===== src/rtl/fifo_write_arbiter_pkg.sv =====
// rtl/fifo_write_arbiter_pkg.sv - shared FIFO-side types for the write-port arbiter
package fifoPkg;

  typedef enum logic {ARB_IDLE, ARB_BURST} arbState;

  // A zero beat limit means unlimited bursts; keep the counter at least one bit wide.
  function automatic int beats_width(input int maxburst);
    return (maxburst > 0) ? $clog2(maxburst + 1) : 1;
  endfunction

endpackage


===== src/rtl/fifo_write_arbiter_rr_pick.sv =====
// rtl/fifo_write_arbiter_rr_pick.sv - combinational round-robin picker, first request at or above ptr
module rr_priority_pick #(
  parameter int N = 4,
  localparam int IW = $clog2(N)
) (
  input  logic [N-1:0]  req,
  input  logic [IW-1:0] ptr,
  output logic          valid,
  output logic [IW-1:0] index,
  output logic [N-1:0]  onehot
);

  int j;

  always_comb begin
    valid  = 1'b0;
    index  = '0;
    onehot = '0;
    j      = 0;
    for (int i = 0; i < N; i++) begin
      j = int'(ptr) + i;
      if (j >= N) j = j - N;
      if (!valid && req[j]) begin
        valid     = 1'b1;
        index     = IW'(j);
        onehot[j] = 1'b1;
      end
    end
  end

endmodule


===== src/rtl/fifo_write_arbiter.sv =====
// rtl/fifo_write_arbiter.sv - round-robin burst arbiter sharing one FIFO write port
module fifo_write_arbiter
  import fifoPkg::*;
#(
  parameter int CLIENTS  = 4,
  parameter int WIDTH    = 32,
  parameter int MAXBURST = 8
) (
  input  logic               clk,
  input  logic               reset,
  input  logic [CLIENTS-1:0] req,
  input  logic [CLIENTS-1:0] last,
  input  logic [WIDTH-1:0]   data [CLIENTS],
  output logic [CLIENTS-1:0] ack,
  output logic [CLIENTS-1:0] grant,
  output logic               busy,
  input  logic               fifo_full,
  output logic               fifo_write,
  output logic [WIDTH-1:0]   fifo_datain
);

  localparam int IW = $clog2(CLIENTS);
  localparam int BW = beats_width(MAXBURST);
  localparam logic [BW-1:0] BEAT_LIMIT = BW'(MAXBURST);
  localparam logic [IW-1:0] LAST_IDX   = IW'(CLIENTS - 1);

  arbState state, state_next;
  logic [IW-1:0] owner;
  logic [IW-1:0] rr_ptr;
  logic [BW-1:0] beats;

  logic               pick_valid;
  logic [IW-1:0]      pick_index;
  logic [CLIENTS-1:0] pick_onehot;
  logic               beat;
  logic               burst_done;

  rr_priority_pick #(.N(CLIENTS)) u_pick (
    .req    (req),
    .ptr    (rr_ptr),
    .valid  (pick_valid),
    .index  (pick_index),
    .onehot (pick_onehot)
  );

  // Reset gates the beat combinationally so an abandoned burst never leaks a word.
  assign beat = (state == ARB_BURST) && req[owner] && !fifo_full && !reset;

  always_comb begin
    burst_done = 1'b0;
    if (state == ARB_BURST) begin
      if (!req[owner])
        burst_done = 1'b1;
      else if (beat && last[owner])
        burst_done = 1'b1;
      else if (beat && (MAXBURST != 0) && ((beats + 1'b1) == BEAT_LIMIT))
        burst_done = 1'b1;
    end
  end

  always_ff @(posedge clk) begin
    if (reset) state <= ARB_IDLE;
    else       state <= state_next;
  end

  always_comb begin
    state_next = state;
    case (state)
      ARB_IDLE:  if (pick_valid) state_next = ARB_BURST;
      ARB_BURST: if (burst_done) state_next = ARB_IDLE;
      default:   state_next = ARB_IDLE;
    endcase
  end

  always_ff @(posedge clk) begin
    if (reset) begin
      owner  <= '0;
      rr_ptr <= '0;
      beats  <= '0;
      grant  <= '0;
      busy   <= 1'b0;
    end else begin
      case (state)
        ARB_IDLE: begin
          if (pick_valid) begin
            owner <= pick_index;
            grant <= pick_onehot;
            beats <= '0;
            busy  <= 1'b1;
          end
        end
        ARB_BURST: begin
          if (beat) beats <= beats + 1'b1;
          if (burst_done) begin
            grant  <= '0;
            busy   <= 1'b0;
            rr_ptr <= (owner == LAST_IDX) ? '0 : owner + 1'b1;
          end
        end
        default: ;
      endcase
    end
  end

  always_comb begin
    ack         = '0;
    fifo_write  = beat;
    fifo_datain = '0;
    if (beat) ack[owner] = 1'b1;
    if ((state == ARB_BURST) && !reset) fifo_datain = data[owner];
  end

endmodule


===== config.mk =====
export PLATFORM = sky130hd
export DESIGN_NAME = fifo_write_arbiter
export DESIGN_NICKNAME = d
export VERILOG_FILES = /design/src/rtl/fifo_write_arbiter_pkg.sv /design/src/rtl/fifo_write_arbiter_rr_pick.sv /design/src/rtl/fifo_write_arbiter.sv
export SDC_FILE = /design/constraint.sdc
export NUM_CORES = 1
export LEC_CHECK = 0
export BUFFER_PORTS_ARGS = -buffer_cell sky130_fd_sc_hd__buf_2
export CORE_MARGIN = 3
export CORE_UTILIZATION = 40
export DETAILED_ROUTE_END_ITERATION = 8
export PLACE_DENSITY = 0.78
export SLEW_MARGIN = 20
export SYNTH_ARGS = -nofsm -noshare
export SYNTH_HDL_FRONTEND = slang
export SYNTH_SLANG_ARGS = --single-unit

===== constraint.sdc =====
create_clock -name clk -period 2.6 [get_ports clk]
set_input_delay 0 -clock clk [delete_from_list [all_inputs] [get_ports clk]]
set_output_delay 0 -clock clk [all_outputs]
set_load 0.03 [all_outputs]

Word-level counts from Yosys, hierarchy flattened. Index checks and enable logic that the tools add are counted. W data, S select, Z words.

Word-level logic and storage cells: 127. Bits in registers: 14. Bits of input ports: 139.

Muxes and demuxes: 64. Add/subtract/negate cells: 9. Bitwise gates (word level): 5. Reductions and logical operators: 23. Equal/unequal tests: 5. Magnitude comparators: 15.

Operator list (number): $mux W32 (7); $ge A32 B1 Y1 const B (4); $lt A32 B4 Y1 const B (4); $ge A32 B4 Y1 const B (3); $sub A32 B4 Y32 const B (3); $bmux W32 S2 (1); $mux W4 (9); $mux W1 (27); $pmux W4 S2 (2); $logic_and A1 B1 Y1 (14); $bmux W1 S2 (6); $or A4 B4 Y4 (3); $demux W1 S2 (5); $mux W2 (5); $reduce_and A2 Y1 (4); $add A2 B2 Y3 const B (2); $logic_not A1 Y1 (5); $add A4 B1 Y4 const B (1); $eq A4 B4 Y1 const B (1); $ne A2 B1 Y1 const B (2); $pmux W1 S2 (2); $sub A2 B3 Y4 const B (1); $add A2 B1 Y3 const B (1); $ge A2 B3 Y1 const B (1); other kinds (8) (8).

Longest topological paths before layout. Gate-level depths: netlist of the first run.

Depth in word-level cells: 17. Depth in mapped cells: 10.

By module. A second synthesis of the first run with hierarchy kept.

Cell total of the unflattened synthesis: 216. Area total of the unflattened synthesis: 2284.7 um^2.

Modules (own cells, without submodules): fifo_write_arbiter (cells each 168, area each 1824.2 um^2, sequential area each 280.3 um^2, instances 1); rr_priority_pick (cells each 48, area each 460.4 um^2, sequential area each 0.0 um^2, instances 1).

Worst setup path after synthesis of the first run. Ideal clock, no wire load.

Path type: reg2reg. Start: register rr_ptr[0]. End: register owner[0]. Data arrival time: 2221 ps. Period minus slack after synthesis: 2279 ps. Path slack: 321 ps. Stages on the path, launching flop included: 11. Path buffers: 3. Cell sequence: dfxtp_1 > buf_2 > inv_1 > ha_1 > clkbuf_1 > clkbuf_1 > o21ai_0 > nand2_1 > a21oi_1 > a2111oi_0 > o21a_1.

Cells in the longest elaborated chain, start to end: 16. Elaborated cells on any way between the ends: 42. Those cells by class: add/sub: 7; order compare: 4; mux: 24; reduce/logical: 7.

Ends and longest elaborated chain: start, declared (line fifo_write_arbiter.sv:29) `logic [IW-1:0] rr_ptr;`; start signal, assigned (line fifo_write_arbiter.sv:97) `rr_ptr <= (owner == LAST_IDX) ? '0 : owner + 1'b1;`; parallel branches: the longest is 16 deep, another holds $sub A32 B4 Y32; end signal, assigned (line fifo_write_arbiter.sv:86) `owner <= pick_index;`; end, declared (line fifo_write_arbiter.sv:28) `logic [IW-1:0] owner;`.

Several ways; the timed one is not identified. The select of a mux whose other input is x is not followed. A chain may end at the register's enable or synchronous reset.

Worst setup path after layout of the first run.
Start: register rr_ptr[1]. End: register owner[1].

The elaborated chain is that of the path after synthesis.

==> impl_results.md, run 1 <==
* Later-pin clock latency in the skew report at 0.24 ns
* Vias in the first global route at between 2000 and 2500
* DR pass1 iterations at 4
* Cell taking the most area after synthesis: mux4_2
* Number of remaining DRC errors at 0
* Yosys cell types at 47
* Slew at the pin with the worst max-slew slack at 0.673 ns
* Syn. warnings at 0
* Synth area leaders: mux4_2 (33%), dfxtp_1 (12%), nor2b_1 (9.4%), ha_1 (5.4%), a21oi_1 (3.7%)
* Synthesized instance count at 242
* Share of cells above drive strength 1 at 0.571
* CP Class: flop to flop
* Syn avg cell area at ~9.6 um^2
* Leading cell type in the layout, fill and taps excluded: buf_2
* Max-slew headroom at 0.550
* CP required at 2.73 ns
* Worst IR Drop VDD at 0.000288 V
* Setup WS post-layout at 0.312 ns
* ANT cells at 0
* Most used flip-flop cell after synthesis: dfxtp_1
* Hold Vio Cnt, Final at 0
* Setup TNS at 0 ns
* Most frequent cells in the layout: buf_2 (180), nor2b_1 (35), mux4_2 (34)
* Post-route antenna net violation count at 0
* Fin. max-slew vios at 0
* Crit share post-route at 0.880
* Final Wtd Congestion at 0.949
* Critical Path Start Type: flop
* Nature of the critical path endpoint: flop
* Met3 usage at 0.0347
* Resize count post-CTS at 0
* Number of flops mapped to enable cells by yosys at 0
* Total routed wirelength at between 8 and 9 mm
* Hold Crit Class: input pin to flop
* Post-CTS Setup Inserts at 0
* Starting DRT DRC Count at 147
* Post-synth ARST share at 0
* Die height at 82.2 um
* Post-DP Area at between 3000 and 4000 um^2
* Hold_buf cts at 0
* Power per Cell Area at 416 nW/um^2
* Num ports at ~180
* Post-route cell area at 3350 um^2
* Max-cap violations at 0
* Initial antenna violation count at 0
* RR Startpoint: rr_ptr[1]
* Fin crit period at 2.29 ns
* Root Buffer Master: clkbuf_8
* CTS tree: yes
* Hold wc startpoint: reset
* Vias per cell at 5.67
* Area growth syn-to-layout at 44.2%
* Clk pin slew, worst setup/hold paths at 0.06 ns
* TritonCTS Buffers at 3
* IO Port Bufs at 180
* Pre-CTS WS at 0.228 ns
* Final setup vio count at 0
* Gr usage total at 0.235
* Nets at 563
* Die area at 6750 um^2
* Hold_ws at around 0.12 ns
* Drt wl/cell at 18.4 um
* RSZ-0062 raised after global routing: false
* Worst-path fanout max at 9
* Met2 usage at 0.405
* Clk_skew at ~0.0037 ns
* Placeable Area at 5570 um^2
* Fmax achieved at 437 MHz
* Die width at 82.2 um
* Status: finished, final reports clean
* Crit. Startpoint: rr_ptr[1]
* Met1 Use GR at 0.314
* Worst path arrival time at between 2 and 2.5 ns
* Largest net degree at the start of global routing at 36
* GRT Residual Overflow at 0
* Leakage at about 1.5 nW
* Seq/Total Area, Yosys at 0.121
* CTS Buffer Depth at 2
* FF+latch count, synth at 14
* Mapped cell area at 2320 um^2
* Starting density of the core at 0.416
* Synth Net Count at 391
* Row count at 27
* TritonCTS sink count at 14
* Overall power at ~1.4 mW
* Post-synth top area share at 0.330
* H-tree lvl count at 1
* Global-route wire length before repair at approximately 12 mm
* Busiest grt layer: met2
* Vias at 2751
* Hpwl dp at 7.46 mm
[routing by layer]
| metal | vias up | share of wire |
|---|---|---|
| li1 | 1289 | - |
| met1 | 1311 | 0.40 |
| met2 | 141 | 0.50 |
| met3 | 10 | 0.089 |
| met4 | 0 | 0.013 |
| met5 | - | 0 |
[critical path, cell delays in order (launching register included)]
cell and delay (ns):
dfxtp_1 0.33, inv_1 0.12, ha_1 0.52, mux2i_1 0.17, a32o_1 0.31, a2111oi_0 0.48, o211ai_1 0.14, o311ai_0 0.12
[cell usage after synthesis (all sizes together) (5+ instances only)]
cell and n:
inv 7, and2 5, nor2b 35, nand2 13, a21oi 17, nor2 10
ha 10, dfxtp 14, mux2i 8, clkbuf 15, mux4 34, buf 8
o21ai 10
[flip-flops by register name, summed over array words and instances, names as in the netlist]
| register | flops |
|---|---|
| grant | 4 |
| beats | 4 |
| busy | 1 |
| state | 1 |
| rr_ptr | 2 |
| owner | 2 |
[stage by stage]
stage | cells | utilization
after floorplan | 242 | -
after global placement | 481 | 0.589
after detailed placement | 481 | 0.589
after CTS | 485 | 0.599
after global routing | 485 | 0.600
final | 485 | 0.600
[final cells by class]
cell class              instances  area [um^2]
clock buffers                   4         55.1
fillers                       505         2230
inverters                       7         26.3
multi-input cells             198         1920
flip-flops and latches         14          282
well taps                      72         90.1
repair buffers                190          976
[power breakdown]
part           internal (mW)  leakage [nW]  switching [mW]  total, mW
Sequential             0.240         0.115          0.0211      0.261
Clock                  0.134        0.0288          0.0781      0.212
Combinational          0.438          1.40           0.481      0.919
Total                  0.812          1.54           0.581       1.39
[worst paths after layout]
path | slack, ns | to | depth (start not counted)
worst max register to register | 0.31 | owner[1] | 7
worst min-delay path | 0.12 | beats[0] | 2
worst min register to register | 0.50 | busy | 2
worst max-delay path | 0.31 | owner[1] | 7
[logic make-up (layout without fill, tap and decap cells)]
family	after synthesis	after routing	share of synthesized area
and+or+nand+nor	88	88	0.220
AOI/OAI and AO/OA	57	57	0.181
buffers and inverters	30	201	0.0555
muxes	43	43	0.369
DFF	14	14	0.121
adders and majority gates	10	10	0.0539
No activity file was read; power rests on OpenSTA's default activity.
==> inputs of run 2 (changes only) <==
ABC_AREA = 1   (was default)
CORE_ASPECT_RATIO = 0.7   (was default)
PLACE_DENSITY = 0.79   (was 0.78)
clock period = 2.95 ns   (was 2.6 ns; I/O delays follow)
==> impl_results.md, run 2 <==
* Worst-path fanout max at 11 (+2)
* Cell taking the most area after synthesis: nor2_1
* Crit. Startpoint: rr_ptr[0]
* Overall power at 2.24 mW (+61%)
* Vias in the first global route at 2722 (+11%)
* Largest net degree at the start of global routing at 43 (+19%)
* Starting DRT DRC Count at 189 (+29%)
* Final setup vio count at 0 (unchanged)
* Root Buffer Master: clkbuf_8
* RSZ-0062 raised after global routing: false
* Max stage delay on crit path at 0.50 ns (-0.02 ns)
* Number of flops mapped to enable cells by yosys at 0 (unchanged)
* Vias at 3369 (+22%)
* Critical Path Start Type: flop
* Resize count post-CTS at 0 (unchanged)
* Vias per cell at 5.06 (-11%)
* Num ports at 181 (unchanged)
* Post-synth ARST share at 0 (unchanged)
* Total routed wirelength at 8.61 mm (-3.5%)
* Final Wtd Congestion at 0.889 (-6.3%)
* Commonest cells post-synth: nor2_1 (141), o21ai_0 (68), nand2_1 (50), a21oi_1 (47), nand3_1 (28)
* Seq/Total Area, Yosys at 0.126 (+0.00544)
* Starting density of the core at 0.418 (+0.00165)
* Row count at 22 (-19%)
* Worst path arrival time at 2.38 ns (-0.04 ns)
* Max-cap violations at 0 (unchanged)
* Area growth syn-to-layout at 43.2%
* Nature of the critical path endpoint: flop
* ANT cells at 0 (unchanged)
* Synth area leaders: nor2_1 (24%), o21ai_0 (15%), dfxtp_1 (13%), a21oi_1 (11%), nand2_1 (8.5%)
* Fin crit period at 2.24 ns (-0.0516 ns)
* Hold wc startpoint: reset
* Placeable Area at 5310 um^2 (-4.7%)
* Initial antenna violation count at 0 (unchanged)
* Fin cells at 666 (+37%)
* Hold_buf cts at 0 (unchanged)
* Synth Net Count at 582 (+49%)
* Synthesized instance count at 433 (+79%)
* H-tree lvl count at 1 (unchanged)
* Post-route antenna net violation count at 0 (unchanged)
* Global-route wire length before repair at 12.6 mm (+2.0%)
* Max-slew headroom at 0.632 (+0.0821)
* DR pass1 iterations at 5 (+1)
* Leading cell type in the layout, fill and taps excluded: buf_2
* Die height at 68.3 um (-17%)
* Later-pin clock latency in the skew report at 0.25 ns (about the same)
* Die width at 95.1 um (+16%)
* Crit path max-delay family: simple AND/OR/NAND/NOR gates
* TritonCTS sink count at 14 (unchanged)
* Post-synth top area share at 0.238 (-0.0916)
* CP Cell Sequence: inv_2 > ha_1 > inv_1 > nand2_1 > nand2_1 > nor2_4 > nand3_2 > nand2_2 > inv_1 > o21ai_0 > nor2_1
* RR Startpoint: rr_ptr[0]
* Worst path slowest cell: dfxtp_1
* Pre-CTS WS at 0.753 ns (+0.525 ns)
* Hold Crit Class: input pin to flop
* Gr usage total at 0.240 (+0.00540)
* Count leader, synth: nor2_1
* Clk pin slew, worst setup/hold paths at 0.06 ns (about the same)
* Post-CTS Setup Inserts at 0 (unchanged)
* Number of remaining DRC errors at 0 (unchanged)
* Setup TNS at 0 ns (unchanged)
* Syn avg cell area at 5.13 um^2 (-47%)
* IO Port Bufs at 180 (unchanged)
* Status: finished, final reports clean
* FF+latch count, synth at 14 (unchanged)
* Nets at 744 (+32%)
* Fmax achieved at 447 MHz (+2.3%)
* Largest regs: beats x4, grant x4
* CTS Buffer Depth at 2 (unchanged)
* Hpwl dp at 6.82 mm (-8.5%)
* Die area at 6500 um^2 (-3.8%)
* Slew at the pin with the worst max-slew slack at 0.552 ns (-0.121 ns)
* Most frequent cells in the layout: buf_2 (180), nor2_1 (141), o21ai_0 (68)
* Leakage at 1.72 nW (+12%)
* Hold Vio Cnt, Final at 0 (unchanged)
* Mapped cell area at 2220 um^2 (-4.3%)
* TritonCTS Buffers at 3 (unchanged)
* GRT Residual Overflow at 0 (unchanged)
* CP Class: flop to flop
* Setup WS post-layout at 0.714 ns (+0.402 ns)
* Crit path buf inv count at 3 (+2)
* CTS tree: yes
* Share of cells above drive strength 1 at 0.342 (-0.230)
* Crit share post-route at 0.758 (-0.122)
* Power per Cell Area at 705 nW/um^2 (+69%)
* Most used flip-flop cell after synthesis: dfxtp_1
* Worst IR Drop VDD at 0.000323 V (+12%)
* Placed Cells incl. Taps at 662 (+38%)
* Clk_skew at 0.00299 ns (-0.000743 ns)
* Yosys cell types at 23 (-51%)
* Fin. max-slew vios at 0 (unchanged)
* CP required at 3.09 ns (+0.36 ns)
* Drt wl/cell at 12.9 um (-30%)
* Syn. warnings at 0 (unchanged)
==> run 2: cell count changes after synthesis, sizes merged, moves of 5 or more <==
cell / delta
nand2: +42
o21ai: +59
buf: +6
a21oi: +30
and2: -5
mux4: -34
nand3: +27
nor2: +134
mux2i: -8
nor2b: -35
inv: +17
==> run 2: logic make-up after synthesis <==
kind of cell	after synthesis	synth area share
simple gates	236	0.443
fa+ha+maj	10	0.0563
compound gates	121	0.278
buf+inv	52	0.0969
flops	14	0.126
==> run 2: final timing paths <==
check / endpoint / slack [ns] / cells past startpoint
hold reg to reg: grant[3] / 0.49 / 2
hold / removal: grant[0] / 0.04 / 2
setup / recovery: owner[1] / 0.71 / 11
setup reg to reg: owner[1] / 0.71 / 11
==> run 2: metrics by stage <==
step	area [um^2]	utilization	hold slack, ns
2_1_floorplan	2220	-	0.180
3_3_place_gp	3130	0.588	0.285
3_5_place_dp	3130	0.588	0.301
4_1_cts	3180	0.599	0.0349
5_1_grt	3180	0.599	0.0404
6_report	3180	0.599	0.0376
==> run 2: area by class of cell <==
class / count / area, um^2
well taps: 72 / 90.1
multi-input cells: 367 / 1730
fillers: 534 / 2130
flip-flops and latches: 14 / 282
repair buffers: 185 / 938
clock buffers: 4 / 55.1
inverters: 24 / 90.1
==> run 2: layer usage <==
layer,routed length (um),share of wire,global-route usage,up-vias
met4,163,0.019,0.0809,0
met5,0,0,0,-
met2,3880,0.45,0.377,156
met1,3770,0.44,0.336,1454
met3,797,0.093,0.0374,19
li1,-,-,-,1740
==> run 2: where the power goes <==
group          leakage, nW  switching [mW]  internal, mW  total [mW]
clock               0.0288          0.0759         0.119       0.194
combinational         1.58            1.17         0.552        1.72
sequential           0.115          0.0836         0.242       0.326
total                 1.72            1.33         0.913        2.24
